<file path="config.mk">
export PLATFORM = sky130hd
export DESIGN_NAME = counter_down_load
export DESIGN_NICKNAME = d
export VERILOG_FILES = /design/src/rtl/counter_down_load.sv
export SDC_FILE = /design/constraint.sdc
export NUM_CORES = 1
export LEC_CHECK = 0
export BUFFER_PORTS_ARGS = -buffer_cell sky130_fd_sc_hd__buf_2
export CORE_MARGIN = 2
export CORE_UTILIZATION = 35
export DETAILED_ROUTE_END_ITERATION = 10
export PLACE_DENSITY = 0.65
export SLEW_MARGIN = 10
export SYNTH_ARGS = -nofsm -noshare
export SYNTH_HDL_FRONTEND = slang
export SYNTH_SLANG_ARGS = --single-unit
export TNS_END_PERCENT = 100
</file>
<file path="constraint.sdc">
create_clock -name clk -period 2.77 [get_ports clk]
set_input_delay 0.554 -clock clk [delete_from_list [all_inputs] [get_ports clk]]
set_output_delay 0.554 -clock clk [all_outputs]
set_load 0.02 [all_outputs]
</file>
<file path="src/rtl/counter_down_load.sv">
// Loadable down-counter with start/stop control, one-cycle terminal-count pulse
// and optional automatic reload from the last loaded value.
module counter_down_load #(
  parameter int WIDTH = 8
) (
  input  logic             clk,
  input  logic             rst,
  input  logic             load,
  input  logic [WIDTH-1:0] data_load,
  input  logic             start,
  input  logic             stop,
  input  logic             auto_reload,
  output logic [WIDTH-1:0] cnt,
  output logic             busy,
  output logic             done
);

  typedef enum logic {
    IDLE = 1'b0,
    RUN  = 1'b1
  } state_t;

  state_t           r_state;
  state_t           w_stateNext;
  logic [WIDTH-1:0] r_cnt;
  logic [WIDTH-1:0] w_cntNext;
  logic [WIDTH-1:0] r_reload;
  logic [WIDTH-1:0] w_reloadNext;
  logic [WIDTH-1:0] w_runCnt;
  logic             r_done;
  logic             w_doneNext;

  // In RUN a zero count only exists while auto-reloading, so the next value is
  // either the reload value or a plain decrement; the counter never wraps.
  assign w_runCnt = (r_cnt == '0) ? r_reload : (r_cnt - WIDTH'(1));

  always_ff @(posedge clk or negedge rst) begin
    if (!rst) begin
      r_state  <= IDLE;
      r_cnt    <= '0;
      r_reload <= '0;
      r_done   <= 1'b0;
    end else begin
      r_state  <= w_stateNext;
      r_cnt    <= w_cntNext;
      r_reload <= w_reloadNext;
      r_done   <= w_doneNext;
    end
  end

  always_comb begin
    w_stateNext  = r_state;
    w_cntNext    = r_cnt;
    w_reloadNext = r_reload;
    w_doneNext   = 1'b0;

    if (load) begin
      w_cntNext    = data_load;
      w_reloadNext = data_load;
      w_stateNext  = IDLE;
    end else if (stop) begin
      w_stateNext = IDLE;
    end else begin
      unique case (r_state)
        IDLE: begin
          if (start) begin
            if (r_cnt == '0) begin
              w_doneNext = 1'b1;
            end else begin
              w_stateNext = RUN;
            end
          end
        end
        RUN: begin
          w_cntNext = w_runCnt;
          // auto_reload only matters on the edge that lands on terminal count
          if (w_runCnt == '0) begin
            w_doneNext = 1'b1;
            if (!auto_reload) begin
              w_stateNext = IDLE;
            end
          end
        end
        default: w_stateNext = IDLE;
      endcase
    end
  end

  assign cnt  = r_cnt;
  assign busy = (r_state == RUN);
  assign done = r_done;

endmodule

</file>
== After elaboration in Yosys (flattened, before gate mapping) ==
Index checks and enable logic that the tools add are counted.
Storage, ports and cells
  output and inout port bits: 10
  word-level logic and storage cells: 28
  register bits after elaboration: 18
Cells by class
  reductions and logical operators: 4
  eq/ne operators: 1
  mux-type cells: 17
  add/sub/neg operators: 1
  bitwise gates (word level): 1
Operator list (count)
  two-way mux 8 bit: 4
  logical NOT 8 bit: 2
  two-way mux 1 bit: 11
  subtractor 8 x 1 -> 8 bit, second input constant: 1
  case mux 1 bit (2 select lines): 2
  != test 2 bit, second input constant: 1
  AND reduction 2 bit: 1
  nonzero test 2 bit: 1
  inverter 1 bit: 1

== Logic depth before layout (Yosys ltp) ==
  depth in word-level cells: 7
  depth in mapped cells: 8
  depth with buffers taken out: 7

== Least setup slack after synthesis ==
No wires, ideal clock.
  path kind: register -> register
  start point: reg r_cnt[0] (netlist: cnt[0])
  end point: reg r_cnt[4] (netlist: cnt[4])
  period minus slack after synthesis: 2069 ps
  library setup time: 121 ps
  path buffers: 1
  cell stages (with the launch flop): 9
  slack: 701 ps
  data arrival time: 1948 ps
  cells stage by stage: dfrtp_1 buf_2 inv_1 ha_1 or3b_2 nor2_1 mux2i_1 o21ai_1 a22o_1
On the way
  cells in the longest elaborated chain, start to end: 5
RTL lines
  from (decl): RTL line 25  | logic [WIDTH-1:0] r_cnt;
  from (signal assigned): RTL line 45  | r_cnt <= w_cntNext;
  subtractor 8 x 1 -> 8 bit or logical NOT 8 bit (tied branches): RTL line 35  | assign w_runCnt = (r_cnt == '0) ? r_reload : (r_cnt - WIDTH'(1));
  two-way mux 8 bit (*): RTL line 35
  two-way mux 8 bit (*): RTL line 64  | unique case (r_state)
  two-way mux 8 bit (*): RTL line 61  | end else if (stop) begin
  two-way mux 8 bit (*): RTL line 57  | if (load) begin
Mark *: on every way between the ends. The rest lies on a longest branch, timed or not. The select of a mux whose other input is x is not followed.
A chain may end at the register's enable or synchronous reset.

== Worst setup path after layout ==
  start point: reg r_cnt[0] (netlist: cnt[0])
  end point: reg r_done (netlist: done)
On the way
  cells in the longest elaborated chain, start to end: 7
RTL lines
  subtractor 8 x 1 -> 8 bit or logical NOT 8 bit (tied branches): RTL line 35, 67
  two-way mux 8 bit: RTL line 35
  logical NOT 8 bit: RTL line 77  | if (w_runCnt == '0) begin
  two-way mux 1 bit: RTL line 77
  case mux 1 bit (2 select lines) (*): RTL line 64
  two-way mux 1 bit (*): RTL line 61
  two-way mux 1 bit (*): RTL line 57
  net w_doneNext: RTL line 31  | logic w_doneNext;
  to (signal assigned): RTL line 47  | r_done <= w_doneNext;
  to (decl): RTL line 30  | logic r_done;
The timed path passes the listed nets; every way through them passes the cells marked *.

==> impl_metrics.yaml <==
run_status:
  outcome: "completed"
cells_and_area:
  fill_cells: 325
  area_growth_pct: 12.4
  final_core_utilization_pct: 41.9
  diodes: 0
  seq_area_um2: 450
  final_cells: 193
  multi_input_area_um2: 604
  nets: 167
  final_layout_size_suffix_gt1_share_pct: 22.8
  design_area_mm2: 0.00129
global_route:
  grt_pass1_wl_um: 4420
  grtUsageTotal_pct: 16.0
  first_global_vias: 998
  grt_overflow: 0
  antenna_found_initial: 0
  grt_max_degree: 29
critical_path:
  r2r_cells: 7
  r2r-end: "done$_DFF_PN0_"
  endpoint_kind: "flip-flop"
  r2r-start: "cnt[0]$_DFFE_PN0P_"
  crit_arrival_ps: 2310
  cp-start-kind: "flip-flop"
  cp.required_ps: 2980
  cp_max_fo: 10
  path_class: "reg2reg"
  rrSetupSlack_ps: 660
timing:
  layout_min_cycle_time_ps: 2110
  hold_viol_final: 0
  max-slew-margin-rel_pct: 65.9
  finClkSkew_ps: 3.65
  fin_hold_ws_ps: 180
  setup_viol: 0
  tightest_slew_ps: 511
  setup_ws_ps: 664
  period_share_pct: 76.0
  setup_tns_ps: 0
  fmax_mhz: 475
  slew_viol_final: 0
  rsz0062_at_grt: "false"
power:
  irDropWorstVdd_v: 0.000314
  power.total_mw: 0.694
  cellPowerDensity_mw_per_mm2: 538
  p_leak_nw: 0.560
clocking:
  htree_levels: 1
  ctsResizeCount: 0
  cts_tree: "built"
  clockBufferDepth: 2
  numCtsBuffers: 3
  clk_pin_slew_ps: 100
  post-cts-setup-buffers: 0
  cts_num_sinks: 18
  worst_skew_pair.late_latency_ps: 290
  cts_root_buf: "clkbuf_4"
  cts_hold_buf: 0
yosys:
  synth_edf_count: 0
  ys_types: 42
  ys_seq_elements: 18
  synth.top_cell.area_share_pct: 39.3
  synth_area_leaders: "dfrtp_1 (39%), o21ai_0 (4.4%), inv_1 (3.6%), nand2_1 (3.6%), nor3_1 (3.5%)"
  ys_seq_area_share_pct: 39.3
  syn_nets: 148
  async_flop_share_pct: 100
  syn-cell-area_mm2: 0.00115
  syn_inst: 132
  synthTopCellsByCount: "dfrtp_1 (18), inv_1 (11), nand2_1 (11)"
  ys_warn_count: 0
  synth_top_area_cell: "dfrtp_1"
  post-synth-top-count-cell: "dfrtp_1"
  avgSynthCellArea_um2: 8.68
  ys.flop_type: "dfrtp_1"
floorplanning:
  start_util_pct: 37.2
  fp.dieArea_mm2: 0.00375
  die_width_um: 61.2
  io_pins: 24
  coreArea_mm2: 0.00308
  rows: 20
  die_h_um: 61.2
place:
  io_buffers: 23
  placement.cell_area_mm2: 0.00127
  dpl.hpwl_um: 1990
  dpl_worst_slack_ps: 713
  place_congestion: 0.953
  dpl.cell_count: 190
routing:
  vias: 1029
  wire_per_inst_um: 13.7
  dr.pass1.iters: 4
  ant_nets: 0
  vias_per_cell: 5.33
  drc: 0
  wl_um: 2640
  dr.first_iter.drc_count: 18
run:
  maxCapViolCount: 0
min_path:
  hold_class: "in2async"
## how the worst max path moves through the flow
stage	startpoint	end	slack (ps)
after global placement	cnt[0]$_DFFE_PN0P_	cnt[4]$_DFFE_PN0P_	790
after detailed placement	cnt[0]$_DFFE_PN0P_	busy$_DFF_PN0_	710
final	cnt[0]$_DFFE_PN0P_	done$_DFF_PN0_	660
after global routing	cnt[0]$_DFFE_PN0P_	done$_DFF_PN0_	470
after CTS	cnt[0]$_DFFE_PN0P_	done$_DFF_PN0_	690
after floorplan	cnt[0]$_DFFE_PN0P_	cnt[4]$_DFFE_PN0P_	700
## state kept, by name, summed over array words and instances (netlist names)
signal	flops
done	1
busy	1
cnt	8
r_reload	8
## layer usage
layer | track usage (%) | vias to the layer above | wire length, um
met5 | 0 | - | 0
met4 | 7.76 | 0 | 38
met3 | 1.47 | 4 | 81
met2 | 26.6 | 18 | 1280
met1 | 20.8 | 503 | 1240
li1 | - | 504 | -
## final cells by class
| class | count | area share, % |
|---|---|---|
| multi-input combinational | 94 | 46.9 |
| inverter | 11 | 3.20 |
| sequential | 18 | 35.0 |
| timing repair buffer | 23 | 8.93 |
| tap | 44 | 4.27 |
| clock buffer | 3 | 1.75 |
## where the power goes
part | switching [mW] | internal [mW]
Combinational | 0.121 | 0.0910
Sequential | 0.0587 | 0.292
Clock | 0.0798 | 0.0506
## cell families after synthesis
group           after synthesis  synth area share, %
mux                           3                 2.73
compound gates               35                 20.9
buf+inv                      20                 7.97
fa+ha+maj                     2                 2.18
flops                        18                 39.3
simple gates                 52                 25.4
xor+xnor                      2                 1.53
## critical path, stage by stage, from the launching register on
cell and delay, ps:
dfrtp_1 480, inv_1 110, ha_1 240, nor3b_1 340, nand2_1 280, mux2i_1 260
nand3_1 100, o22ai_1 200
## layout by cell type, fill, tap and decap left out, drive strengths merged, types with 3 or more instances in the layout
cell,Yosys,final
inv,11,11
o21a,4,4
clkbuf,3,3
nand2b,3,3
o21ai,12,12
buf,6,23
a21oi,4,4
dfrtp,18,18
nor2,10,10
o211ai,4,4
nor3,8,8
nand2,11,11
nand3,5,5
(Power assumes the default switching activity.)
